==> src/rtl/cle_sdwr_pkg.sv <==
// cle_sdwr_pkg: shared types and constants for the CLE serial-data write transmitter.
//   tx_state_e  : frame state machine encoding
//   REG_*       : register offsets within the CLE I/O window (ba[7:4])
//   STAT_*      : bit positions in the STATUS register
//   CTRL_*      : bit positions in the CTRL register
//   LFSR_TAPS   : scrambler tap mask over q[6:1] (q1 ^ q4 ^ q6)
package cle_sdwr_pkg;

    typedef enum logic [2:0] {
        StIdle,
        StStart,
        StData,
        StParity,
        StStop
    } tx_state_e;

    localparam logic [3:0] REG_DATA   = 4'h0;
    localparam logic [3:0] REG_CTRL   = 4'h1;
    localparam logic [3:0] REG_STATUS = 4'h2;

    localparam int unsigned STAT_TX_BUSY = 0;
    localparam int unsigned STAT_FULL    = 1;
    localparam int unsigned STAT_IRQ_EN  = 2;
    localparam int unsigned STAT_OVERRUN = 3;

    localparam int unsigned CTRL_CLR_OVR = 0;
    localparam int unsigned CTRL_ABORT   = 1;
    localparam int unsigned CTRL_IRQ_EN  = 2;

    localparam logic [6:1] LFSR_TAPS = 6'b101001;

    function automatic logic lfsr_tap(input logic [6:1] q);
        return ^(q & LFSR_TAPS);
    endfunction

endpackage

==> src/rtl/cle_sdwr_lfsr.sv <==
// cle_sdwr_lfsr: 6-bit scrambler LFSR, q[6:1], feedback q1 ^ q4 ^ q6 shifted into q1.
//   clk, rst_n : clock, async active-low reset (state returns to SEED)
//   load_i     : reload SEED (wins over step_i)
//   step_i     : advance one position
//   tap_o      : current tap output, XORed into the outgoing data bit
module cle_sdwr_lfsr
    import cle_sdwr_pkg::*;
#(
    parameter logic [5:0] SEED = 6'h3F
) (
    input  logic clk,
    input  logic rst_n,
    input  logic load_i,
    input  logic step_i,
    output logic tap_o
);

    logic [6:1] q_q, q_d;

    always_comb begin
        q_d = q_q;
        if (load_i) begin
            q_d = SEED;
        end else if (step_i) begin
            q_d = {q_q[5:1], lfsr_tap(q_q)};
        end
    end

    assign tap_o = lfsr_tap(q_q);

    always_ff @(posedge clk or negedge rst_n) begin
        if (!rst_n) begin
            q_q <= SEED;
        end else begin
            q_q <= q_d;
        end
    end

endmodule

==> src/rtl/cle_sdwr_tx.sv <==
// cle_sdwr_tx: CLE serial-data write transmitter. A host byte written to DATA is framed as
// start(0), 8 data bits LSB first, even parity, stop(1), each bit DIV clks, on sd_wr.
// Optional scrambling of the data bits is enabled by defining CLE_SCRAMBLE_EN.
//   clk, rst_n      : clock, async active-low reset
//   sser_n, ba, br_w: window select (active low), address ba[13:4], direction (1 = read)
//   bd_in           : write data; bd_out/bd_oe: STATUS read data and its enable (combinational)
//   sd_wr           : serial out, idles high; tx_busy: frame in progress
//   irq_n           : active-low interrupt while irq_en and the holding register is empty
module cle_sdwr_tx
    import cle_sdwr_pkg::*;
#(
    parameter int unsigned DIV       = 16,
    parameter logic [5:0]  LFSR_SEED = 6'h3F
) (
    input  logic       clk,
    input  logic       rst_n,
    input  logic       sser_n,
    input  logic [9:0] ba,
    input  logic       br_w,
    input  logic [7:0] bd_in,
    output logic [7:0] bd_out,
    output logic       bd_oe,
    output logic       sd_wr,
    output logic       tx_busy,
    output logic       irq_n
);

    localparam int unsigned DivW = (DIV > 1) ? $clog2(DIV) : 1;

    if (DIV < 2 || LFSR_SEED == 6'h00) begin : g_bad_cfg
        $error("cle_sdwr_tx: DIV must be >= 2 and LFSR_SEED nonzero");
    end

    tx_state_e      state_q, state_d;
    logic [DivW-1:0] div_q, div_d;
    logic [2:0]     bit_q, bit_d;
    logic [7:0]     shift_q, shift_d;
    logic [7:0]     hold_q, hold_d;
    logic           full_q, full_d;
    logic           par_q, par_d;
    logic           ovr_q, ovr_d;
    logic           irq_en_q, irq_en_d;
    logic           sd_wr_q, sd_wr_d;
    logic           tx_busy_q, tx_busy_d;
    logic           irq_n_q, irq_n_d;

    logic       win, wr_data, wr_ctrl, div_term, load, data_bit;
    logic [7:0] status;
    logic       unused_ba;

    // ba[11:8] does not take part in the decode.
    assign unused_ba = ^ba[7:4];

    assign win      = ~sser_n & ~ba[9] & ba[8];
    assign wr_data  = win & ~br_w & (ba[3:0] == REG_DATA);
    assign wr_ctrl  = win & ~br_w & (ba[3:0] == REG_CTRL);
    assign bd_oe    = win &  br_w & (ba[3:0] == REG_STATUS);
    assign div_term = (div_q == DivW'(DIV - 1));

`ifdef CLE_SCRAMBLE_EN
    logic scr_tap, lfsr_load, lfsr_step;

    // Reseeded throughout START so every frame scrambles from the same point.
    assign lfsr_load = (state_q == StStart);
    assign lfsr_step = (state_q == StData) & div_term;

    cle_sdwr_lfsr #(
        .SEED(LFSR_SEED)
    ) u_lfsr (
        .clk   (clk),
        .rst_n (rst_n),
        .load_i(lfsr_load),
        .step_i(lfsr_step),
        .tap_o (scr_tap)
    );

    assign data_bit = shift_q[0] ^ scr_tap;
`else
    assign data_bit = shift_q[0];
`endif

    always_comb begin
        status               = 8'h00;
        status[STAT_TX_BUSY] = tx_busy_q;
        status[STAT_FULL]    = full_q;
        status[STAT_IRQ_EN]  = irq_en_q;
        status[STAT_OVERRUN] = ovr_q;
    end

    assign bd_out = bd_oe ? status : 8'h00;

    always_comb begin
        state_d  = state_q;
        div_d    = (state_q == StIdle) ? '0 : (div_term ? '0 : div_q + 1'b1);
        bit_d    = bit_q;
        shift_d  = shift_q;
        hold_d   = hold_q;
        full_d   = full_q;
        par_d    = par_q;
        ovr_d    = ovr_q;
        irq_en_d = irq_en_q;
        sd_wr_d  = 1'b1;
        load     = 1'b0;

        // sd_wr_d reflects the current state, so the line lags the state by one clk.
        unique case (state_q)
            StIdle: begin
                load = full_q;
            end
            StStart: begin
                sd_wr_d = 1'b0;
                if (div_term) begin
                    state_d = StData;
                end
            end
            StData: begin
                sd_wr_d = data_bit;
                if (div_term) begin
                    shift_d = shift_q >> 1;
                    par_d   = par_q ^ data_bit;
                    bit_d   = bit_q + 3'd1;
                    if (bit_q == 3'd7) begin
                        state_d = StParity;
                    end
                end
            end
            StParity: begin
                sd_wr_d = par_q;
                if (div_term) begin
                    state_d = StStop;
                end
            end
            StStop: begin
                if (div_term) begin
                    load    = full_q;
                    state_d = StIdle;
                end
            end
            default: state_d = StIdle;
        endcase

        if (load) begin
            shift_d = hold_q;
            full_d  = 1'b0;
            div_d   = '0;
            bit_d   = 3'd0;
            par_d   = 1'b0;
            state_d = StStart;
        end

        // A write landing on the same edge as a drain is accepted.
        if (wr_data) begin
            if (full_q && !load) begin
                ovr_d = 1'b1;
            end else begin
                hold_d = bd_in;
                full_d = 1'b1;
            end
        end

        if (wr_ctrl) begin
            if (bd_in[CTRL_CLR_OVR]) begin
                ovr_d = 1'b0;
            end
            if (bd_in[CTRL_IRQ_EN]) begin
                irq_en_d = 1'b1;
            end
            if (bd_in[CTRL_ABORT]) begin
                state_d = StIdle;
                full_d  = 1'b0;
                div_d   = '0;
                sd_wr_d = 1'b1;
            end
        end

        tx_busy_d = (state_d != StIdle);
        irq_n_d   = ~(irq_en_d & ~full_d);
    end

    always_ff @(posedge clk or negedge rst_n) begin
        if (!rst_n) begin
            state_q   <= StIdle;
            div_q     <= '0;
            bit_q     <= 3'd0;
            shift_q   <= 8'h00;
            hold_q    <= 8'h00;
            full_q    <= 1'b0;
            par_q     <= 1'b0;
            ovr_q     <= 1'b0;
            irq_en_q  <= 1'b0;
            sd_wr_q   <= 1'b1;
            tx_busy_q <= 1'b0;
            irq_n_q   <= 1'b1;
        end else begin
            state_q   <= state_d;
            div_q     <= div_d;
            bit_q     <= bit_d;
            shift_q   <= shift_d;
            hold_q    <= hold_d;
            full_q    <= full_d;
            par_q     <= par_d;
            ovr_q     <= ovr_d;
            irq_en_q  <= irq_en_d;
            sd_wr_q   <= sd_wr_d;
            tx_busy_q <= tx_busy_d;
            irq_n_q   <= irq_n_d;
        end
    end

    assign sd_wr   = sd_wr_q;
    assign tx_busy = tx_busy_q;
    assign irq_n   = irq_n_q;

endmodule

==> config.mk <==
export PLATFORM = sky130hd
export DESIGN_NAME = cle_sdwr_tx
export DESIGN_NICKNAME = d
export VERILOG_FILES = /design/src/rtl/cle_sdwr_pkg.sv /design/src/rtl/cle_sdwr_lfsr.sv /design/src/rtl/cle_sdwr_tx.sv
export SDC_FILE = /design/constraint.sdc
export NUM_CORES = 1
export LEC_CHECK = 0
export CORE_MARGIN = 2
export CORE_UTILIZATION = 50
export DETAILED_ROUTE_END_ITERATION = 8
export PLACE_DENSITY = 0.78
export SYNTH_ARGS = -nofsm -noshare
export SYNTH_HDL_FRONTEND = slang
export SYNTH_SLANG_ARGS = --single-unit
==> constraint.sdc <==
create_clock -name clk -period 2 [get_ports clk]
set_input_delay 0.4 -clock clk [delete_from_list [all_inputs] [get_ports clk]]
set_output_delay 0.4 -clock clk [all_outputs]
set_load 0.02 [all_outputs]
Yosys cells after proc, flatten, opt, wreduce, memory -nomap -nowiden
Cells that the tools add are included.
Widths: inputs -> output; s select.
{ "word_totals": {"ff_bits": 33, "in_bits": 22, "output_inout_bits": 12, "elab_cells": 86} }
{ "op_classes": {"add_sub_neg": 2, "eq_ne": 8, "n_mux": 40, "bitwise": 15, "n_reduce_logical": 9} }
{ "op_table": {"columns": ["cell", "count"], "rows": [
  ["$mux 3", 11],
  ["$mux 4", 6],
  ["$mux 8", 3],
  ["$mux 1", 17],
  ["$pmux 3 s5", 1],
  ["$and 1x1->1", 8],
  ["$eq 3x2->1 const B", 2],
  ["$eq 3x3->1 const B", 2],
  ["$not 1->1", 6],
  ["$add 4x1->4 const B", 1],
  ["$eq 4x1->1 const B", 1],
  ["$eq 4x2->1 const B", 1],
  ["$eq 4x4->1 const B", 1],
  ["$logic_not 4->1", 1],
  ["$reduce_and 2->1", 2],
  ["$reduce_bool 2->1", 2],
  ["$add 3x1->3 const B", 1],
  ["$eq 3x1->1 const B", 1],
  ["$logic_not 3->1", 1],
  ["$pmux 1 s3", 1],
  ["$reduce_bool 3->1", 1],
  ["$pmux 1 s2", 1],
  ["$logic_and 1x1->1", 1],
  ["$logic_not 1->1", 1],
  ["$xor 1x1->1", 1]
]} }

Logic depth before layout (Yosys ltp)
Gate-level depths: netlist of run 1.
{ "depth": {"word_depth": 12, "ltp_mapped": 6, "depth_no_buf": 5} }

Worst setup path before layout of run 1
Ideal clock, no wire load.
{ "synth_timing": {"path_kind": "input to output", "from": "input sser_n", "to": "output bd_out[0]", "arrival_ps": 1769, "required_time_ps": 1600, "path_slack_ps": -169, "stages": 4, "path_buffers": 0, "cell_sequence": "or4b_4 nor2_2 and4_1 and2_1"} }
{ "synth_via": {"elab_chain_cells": 6} }
{ "synth_lines": {"columns": ["element", "line", "text"], "rows": [
  ["start, declared", "cle_sdwr_tx.sv:17", "input logic sser_n,"],
  ["$not 1->1", "cle_sdwr_tx.sv:54", "assign win = ~sser_n & ~ba[9] & ba[8];"],
  ["$and 1x1->1 (2 in series)", "cle_sdwr_tx.sv:54", null],
  ["$and 1x1->1 (2 in series)", "cle_sdwr_tx.sv:57", "assign bd_oe = win & br_w & (ba[3:0] == REG_STATUS);"],
  ["net bd_oe", "cle_sdwr_tx.sv:22", "output logic bd_oe,"],
  ["$mux 4", "cle_sdwr_tx.sv:90", "assign bd_out = bd_oe ? status : 8'h00;"],
  ["end, declared", "cle_sdwr_tx.sv:21", "output logic [7:0] bd_out,"]
]} }
The timed path passes the listed nets, and every way through them passes these cells.

Final worst setup path of run 1
{ "layout_timing": {"from": "input sser_n", "to": "output bd_out[1]"} }
{ "layout_via": {"elab_chain_cells": 6} }
{ "layout_lines": {"columns": ["element", "line"], "rows": [
  ["$not 1->1", "cle_sdwr_tx.sv:54"],
  ["$and 1x1->1 (2 in series)", "cle_sdwr_tx.sv:54"],
  ["$and 1x1->1 (2 in series)", "cle_sdwr_tx.sv:57"],
  ["$mux 4", "cle_sdwr_tx.sv:90"]
]} }
No other way between the ends.

==> results of run 1 <==
==> sequential cells by signal (all words and copies together), names as in the netlist <==
register	flops
bit_q	3
div_q	4
full_q	1
hold_q	8
irq_en_q	1
irq_n	1
ovr_q	1
par_q	1
sd_wr	1
shift_q	8
state_q	3
tx_busy	1
==> final cells by class <==
class	count	area [um2]	share of cell area, %
multi-input cells	100	768.2	36.99
flip-flops and latches	33	828.3	39.88
well taps	44	55.05	2.651
inverters	3	11.26	0.5422
clock buffers	6	41.29	1.988
clock inverters	2	10.01	0.4819
repair buffers	41	362.8	17.47
==> timing repair <==
item / 4_1_cts / 5_1_grt
gates resized for setup: 44 / 2
buffers inserted: 1 / 0
setup endpoints to repair: 5 / 5
pin swaps: 6 / 2
==> worst register-to-register path, stage by stage, from the launching register on <==
cell and delay, ps:
dfrtp_1 380, ha_1 210, and3_1 290, a2bb2oi_2 270
nand4_4 210, mux2_2 320
==> worst paths after layout <==
| kind | startpoint | end | slack, ps |
|---|---|---|---|
| setup / recovery | sser_n | bd_out[1] | -40 |
| hold / removal | rst_n | state_q[0]$_DFF_PN0_ | 450 |
| setup reg to reg | div_q[0]$_DFF_PN0_ | hold_q[7]$_DFFE_PN0P_ | 210 |
| hold reg to reg | div_q[0]$_DFF_PN0_ | div_q[0]$_DFF_PN0_ | 480 |
| max in group asynchronous | rst_n | sd_wr$_DFF_PN1_ | 1220 |
| min in group clk | div_q[0]$_DFF_PN0_ | div_q[0]$_DFF_PN0_ | 480 |
==> power by group through the flow <==
stage	logic [uW]	clock network, uW	registers [uW]
finish	439	346	855
global route	488	394	870
CTS	442	362	854
detailed placement	441	0	866
global placement	415	0	859
floorplan	257	0	877
==> Yosys cell counts (2+ instances only) <==
cell      count  area [um2]
nand3_1       3       15.01
mux2_2        8       90.09
nand2b_1      3       18.77
nand2_1       8       30.03
ha_1          3       37.54
a22o_1        6       52.55
inv_1         3       11.26
o21ai_0       3       15.01
a21o_1        7       52.55
nor2_1       10       37.54
dfstp_2       2       52.55
dfrtp_1      31       775.7
nor3_1        6       30.03
and2_1        6       37.54
buf_2         3       15.01
xor2_1        2       17.52
a21oi_1       3       15.01
a22oi_1       2       15.01
buf_4         4       30.03
xnor2_1       3       26.28
==> cell families after synthesis <==
family,after synthesis
simple gates,48
flops,33
compound gates,31
buf+inv,11
mux,9
xor+xnor,5
fa+ha+maj,3
other cells,1
==> through the flow <==
| step | hold slack (ps) | power [uW] | std cells | instance area (um2) |
|---|---|---|---|---|
| after detailed placement | 466.4 | 1307 | 220 | 2021 |
| after CTS | 454.8 | 1658 | 229 | 2076 |
| after global routing | 493.2 | 1751 | 229 | 2077 |
| final | 452.7 | 1640 | 229 | 2077 |
| after floorplan | 104.4 | 1133 | 144 | 1652 |
| after global placement | 452.6 | 1273 | 220 | 2021 |
==> layer usage <==
metal | up-vias | wire length, um | part of all wire [%]
met4 | 0 | 78 | 2.4
met1 | 588 | 1269 | 39
met2 | 39 | 1723 | 53
met5 | - | 0 | 0
met3 | 9 | 177 | 5.4
li1 | 579 | - | -
==> metrics.yaml, run 1 <==
combPwrFrac_pct: 26.8
globalplace.congestion: 0.7879
drt_iter0_markers: 33
path_depth: 6
synth_mux_area_share_pct: 6.149
root_buffer: "clkbuf_4"
yosysWarnings: 0
final_common_cell: "dfrtp_1"
skew_ps: 12.18
hold_path_class: "input pin to asynchronous set/reset pin"
crit_arrival_ps: 1640
insertion_delay_ps: 340
critical_path.top_delay_family: "simple AND/OR/NAND/NOR gates"
cellPowerDensity_nw_per_um2: 789.4
synth_top_family_by_area: "simple AND/OR/NAND/NOR gates"
antenna_found_initial: 0
antenna_cells: 0
fillers: 255
wire_per_inst_um: 14.19
grt_pass1_wl_mm: 5.554
setup_ws_ps: -40.86
clk_path_buf_depth: 2
grt_max_degree: 34
dieArea_um2: 3728
grt_pass1_vias: 1275
failed_checks: "setup timing"
async_flop_share_pct: 100.0
syn_area_um2: 1628
peakVddDrop_mv: 0.5246
critPathCaptureType: "output port"
use_met1_pct: 21.61
clkSinkCount: 33
viasPerCell: 5.306
cp-start-kind: "input pin"
pre_cts_slack_ps: -872.6
dieHeight_um: 61.06
hpwl_mm: 2.433
wirelength_mm: 3.249
grt_usage_pct: 20.65
seq_power_share_pct: 52.2
path_buf_inv: 2
critPathRequiredTime_ps: 1600
synth_compound_area_share_pct: 15.45
io_buffers: 25
rsz0062_at_grt: "true"
grt_overflow: 0
synthXorXnorAreaFrac_pct: 2.690
clkTransAtPathRegs_ps: 100
critical_path_class: "input pin to output port"
top_usage_layer: "met2"
finalHoldViolations: 0
final_cell_mix: "dfrtp_1, clkdlybuf4s50_1, buf_4"
drtPass1Iterations: 4
setup_violations: 4
cp_slowest_stage_delay_ps: 550
cp_cell_sequence: "buf_6 -> or4b_4 -> nor2_4 -> and4_4 -> and2_4 -> buf_6"
syn2layout_area_growth_pct: 27.59
vias: 1215
power.leakage_uw: 0.001025
synth-edff-count: 0
cap_violations: 0
die_w_um: 61.06
drive_gt1_share_pct: 30.27
cts_tree: "built"
htree_levels: 2
avgSynthCellArea_um2: 11.54
ys_ff_latch: 33
r2r_cells: 5
crit_top_cell: "buf_6"
start_util_pct: 52.89
gr-usage-met2_pct: 38.45
crit_fanout: 5
yosys.area_share.simple_pct: 18.60
seq_area_frac_synth_pct: 50.88
fin_setup_tns_ps: -158.4
fin_util_pct: 67.48
syn_inst: 141
clock.fmax_ghz: 0.4900
p_sw_uw: 512.3
clockPowerShare_pct: 21.1
period_share_pct: 102.0
drc: 0
ys.flop_type: "dfrtp_1"
status: "complete, but fails checks"
num_io_pins: 34
crit_slowest_cell: "or4b_4"
ant_nets: 0
cts_buffers: 5
core_um2: 3078
fin_crit_ps: 2041
ctsHoldBuffers: 0
slew_violations: 0
swShare_pct: 31.24
row_count: 20
synthAdderAreaFrac_pct: 2.306
use_met3_pct: 4.622
final_nets: 209
intPower_uw: 1127
ys_types: 45
(Power assumes the default switching activity.)
==> run 2, diff against run 1 <==
--- a/config.mk
+++ b/config.mk
@@ -5,10 +5,13 @@
 export SDC_FILE = /design/constraint.sdc
 export NUM_CORES = 1
 export LEC_CHECK = 0
+export CELL_PAD_IN_SITES_DETAIL_PLACEMENT = 1
+export CELL_PAD_IN_SITES_GLOBAL_PLACEMENT = 1
+export CORE_ASPECT_RATIO = 1.5
 export CORE_MARGIN = 2
-export CORE_UTILIZATION = 50
+export CORE_UTILIZATION = 39
 export DETAILED_ROUTE_END_ITERATION = 8
-export PLACE_DENSITY = 0.78
+export PLACE_DENSITY_LB_ADDON = 0.1
 export SYNTH_ARGS = -nofsm -noshare
 export SYNTH_HDL_FRONTEND = slang
 export SYNTH_SLANG_ARGS = --single-unit
==> metrics.yaml, run 2 (synthesized netlist as in run 1, its figures left out) <==
status: "complete, but fails checks"
failed_checks: "setup timing"
insertion_delay_ps: 290  # -50 ps
clock.fmax_ghz: 0.4929  # +0.59%
reg_top3: "hold_q x8, shift_q x8, div_q x4"
period_share_pct: 101.4  # -0.60 points
core_um2: 3994  # +30%
root_buffer: "clkbuf_8"
min_from: "div_q[0]$_DFF_PN0_"
crit_fanout: 5  # unchanged
dieHeight_um: 83.13  # +36%
critical_path_class: "input pin to output port"
antenna_found_initial: 0  # unchanged
grt_pass1_vias: 1398  # +9.6%
drive_gt1_share_pct: 31.02  # +0.75 points
syn2layout_area_growth_pct: 32.59
cts_tree: "built"
wirelength_mm: 3.625  # +12%
crit_start: "sser_n"
r2r_start: "div_q[0]$_DFF_PN0_"
final_nets: 211  # +0.96%
setup_ws_ps: -28.95  # +11.91 ps
cts_buffers: 5  # unchanged
grt_pass1_wl_mm: 6.417  # +16%
final_cell_mix: "dfrtp_1, buf_4, clkdlybuf4s50_1"
globalplace.congestion: 0.8383  # +6.4%
hpwl_mm: 2.722  # +12%
viasPerCell: 5.289  # -0.32%
clk_path_buf_depth: 2  # unchanged
peakVddDrop_mv: 0.9065  # +73%
die_w_um: 56.75  # -7.1%
drtPass1Iterations: 4  # unchanged
slew_violations: 0  # unchanged
vias: 1227  # +0.99%
grt_max_degree: 34  # unchanged
antenna_cells: 0  # unchanged
htree_levels: 2  # unchanged
rsz0062_at_grt: "true"
final_common_cell: "dfrtp_1"
ant_nets: 0  # unchanged
drt_iter0_markers: 14  # -58%
critPathRequiredTime_ps: 1600  # about the same
crit_arrival_ps: 1630  # about the same
fillers: 447  # +75%
whs_ps: 471.7  # +18.99 ps
cp-start-kind: "input pin"
multi_input_area_um2: 768.2  # unchanged
start_util_pct: 40.76  # -12 points
drc: 0  # unchanged
critPathCaptureType: "output port"
io_buffers: 25  # unchanged
cap_violations: 0  # unchanged
dieArea_um2: 4717  # +27%
grt_overflow: 0  # unchanged
fin_crit_ps: 2029  # -11.91 ps
clkTransAtPathRegs_ps: 60  # -40 ps
cellPowerDensity_nw_per_um2: 912.6  # +16%
seqCellArea_um2: 828.3  # unchanged
total_power_uw: 1970  # +20%
grt_usage_pct: 17.20  # -3.4 points
skew_ps: 9.069  # -3.113 ps
row_count: 28  # +40%
num_io_pins: 34  # unchanged
ctsHoldBuffers: 0  # unchanged
finalHoldViolations: 0  # unchanged
power.leakage_uw: 0.001061  # +3.5%
setup_violations: 4  # unchanged
hold_path_class: "flop to flop"
clkSinkCount: 33  # unchanged
wire_per_inst_um: 15.63  # +10%
run 2: cell types whose count changed in the layout (fill, tap and decap cells not counted), sizes merged:
cell    change
buf         +3
clkinv      -2
bufinv      +1
run 2: worst paths after layout:
check                      slack [ps]                      to  depth (start not counted)
min                               470      div_q[0]$_DFF_PN0_                          1
max in group asynchronous        1150         irq_n$_DFF_PN1_                          2
max                               -30               bd_out[0]                          6
min in group asynchronous         510       tx_busy$_DFF_PN0_                          2
min reg2reg                       470      div_q[0]$_DFF_PN0_                          1
max reg2reg                       170  shift_q[1]$_DFFE_PN0P_                          6
run 2: metal layers:
layer | global-route usage [%] | up-vias | wire [um]
met5 | 0 | - | 0
met4 | 5.708 | 0 | 55
met3 | 4.050 | 6 | 152
met2 | 31.61 | 28 | 1980
met1 | 18.89 | 610 | 1437
li1 | - | 583 | -
run 2: through the flow:
stage / instances / instance area, um2 / setup WS, ps / util (%) / setup TNS (ps)
final: 232 / 2158 / -28.95 / 54.04 / -107.1
after floorplan: 144 / 1652 / -6.396 / - / -25.59
after CTS: 231 / 2145 / -74.29 / 53.70 / -277.6
after global routing: 232 / 2158 / -62.52 / 54.04 / -241.9
after detailed placement: 223 / 2037 / -889.2 / 51.00 / -9371
after global placement: 223 / 2037 / -826.2 / 51.00 / -8359
run 2: cell type report:
cell class,instances,area share (%)
sequential,33,38.38
multi-input combinational,100,35.59
timing repair buffer,43,17.51
clock buffer,7,4.000
tap,45,2.609
clock inverter,1,1.391
inverter,3,0.5217
run 2: report_power, final:
group / internal [uW] / switching (uW) / total (uW) / leakage, uW
Clock: 406 / 246 / 652 / 0.0000585
Combinational: 226 / 249 / 475 / 0.000565
Sequential: 781 / 61.9 / 843 / 0.000437
Total: 1410 / 557 / 1970 / 0.00106
run 2: critical path: stages:
cell,delay [ps]
buf_6,90
or4b_4,540
nor2_4,100
and4_4,240
and2_4,140
buf_6,110
run 2: timing repair:
item                                    in CTS  in global routing
cloned                                       0                  0
gates resized for setup                     46                  1
endpoints found under the setup margin      11                  5
pin swaps                                    6                  2
buffers inserted                             0                  1
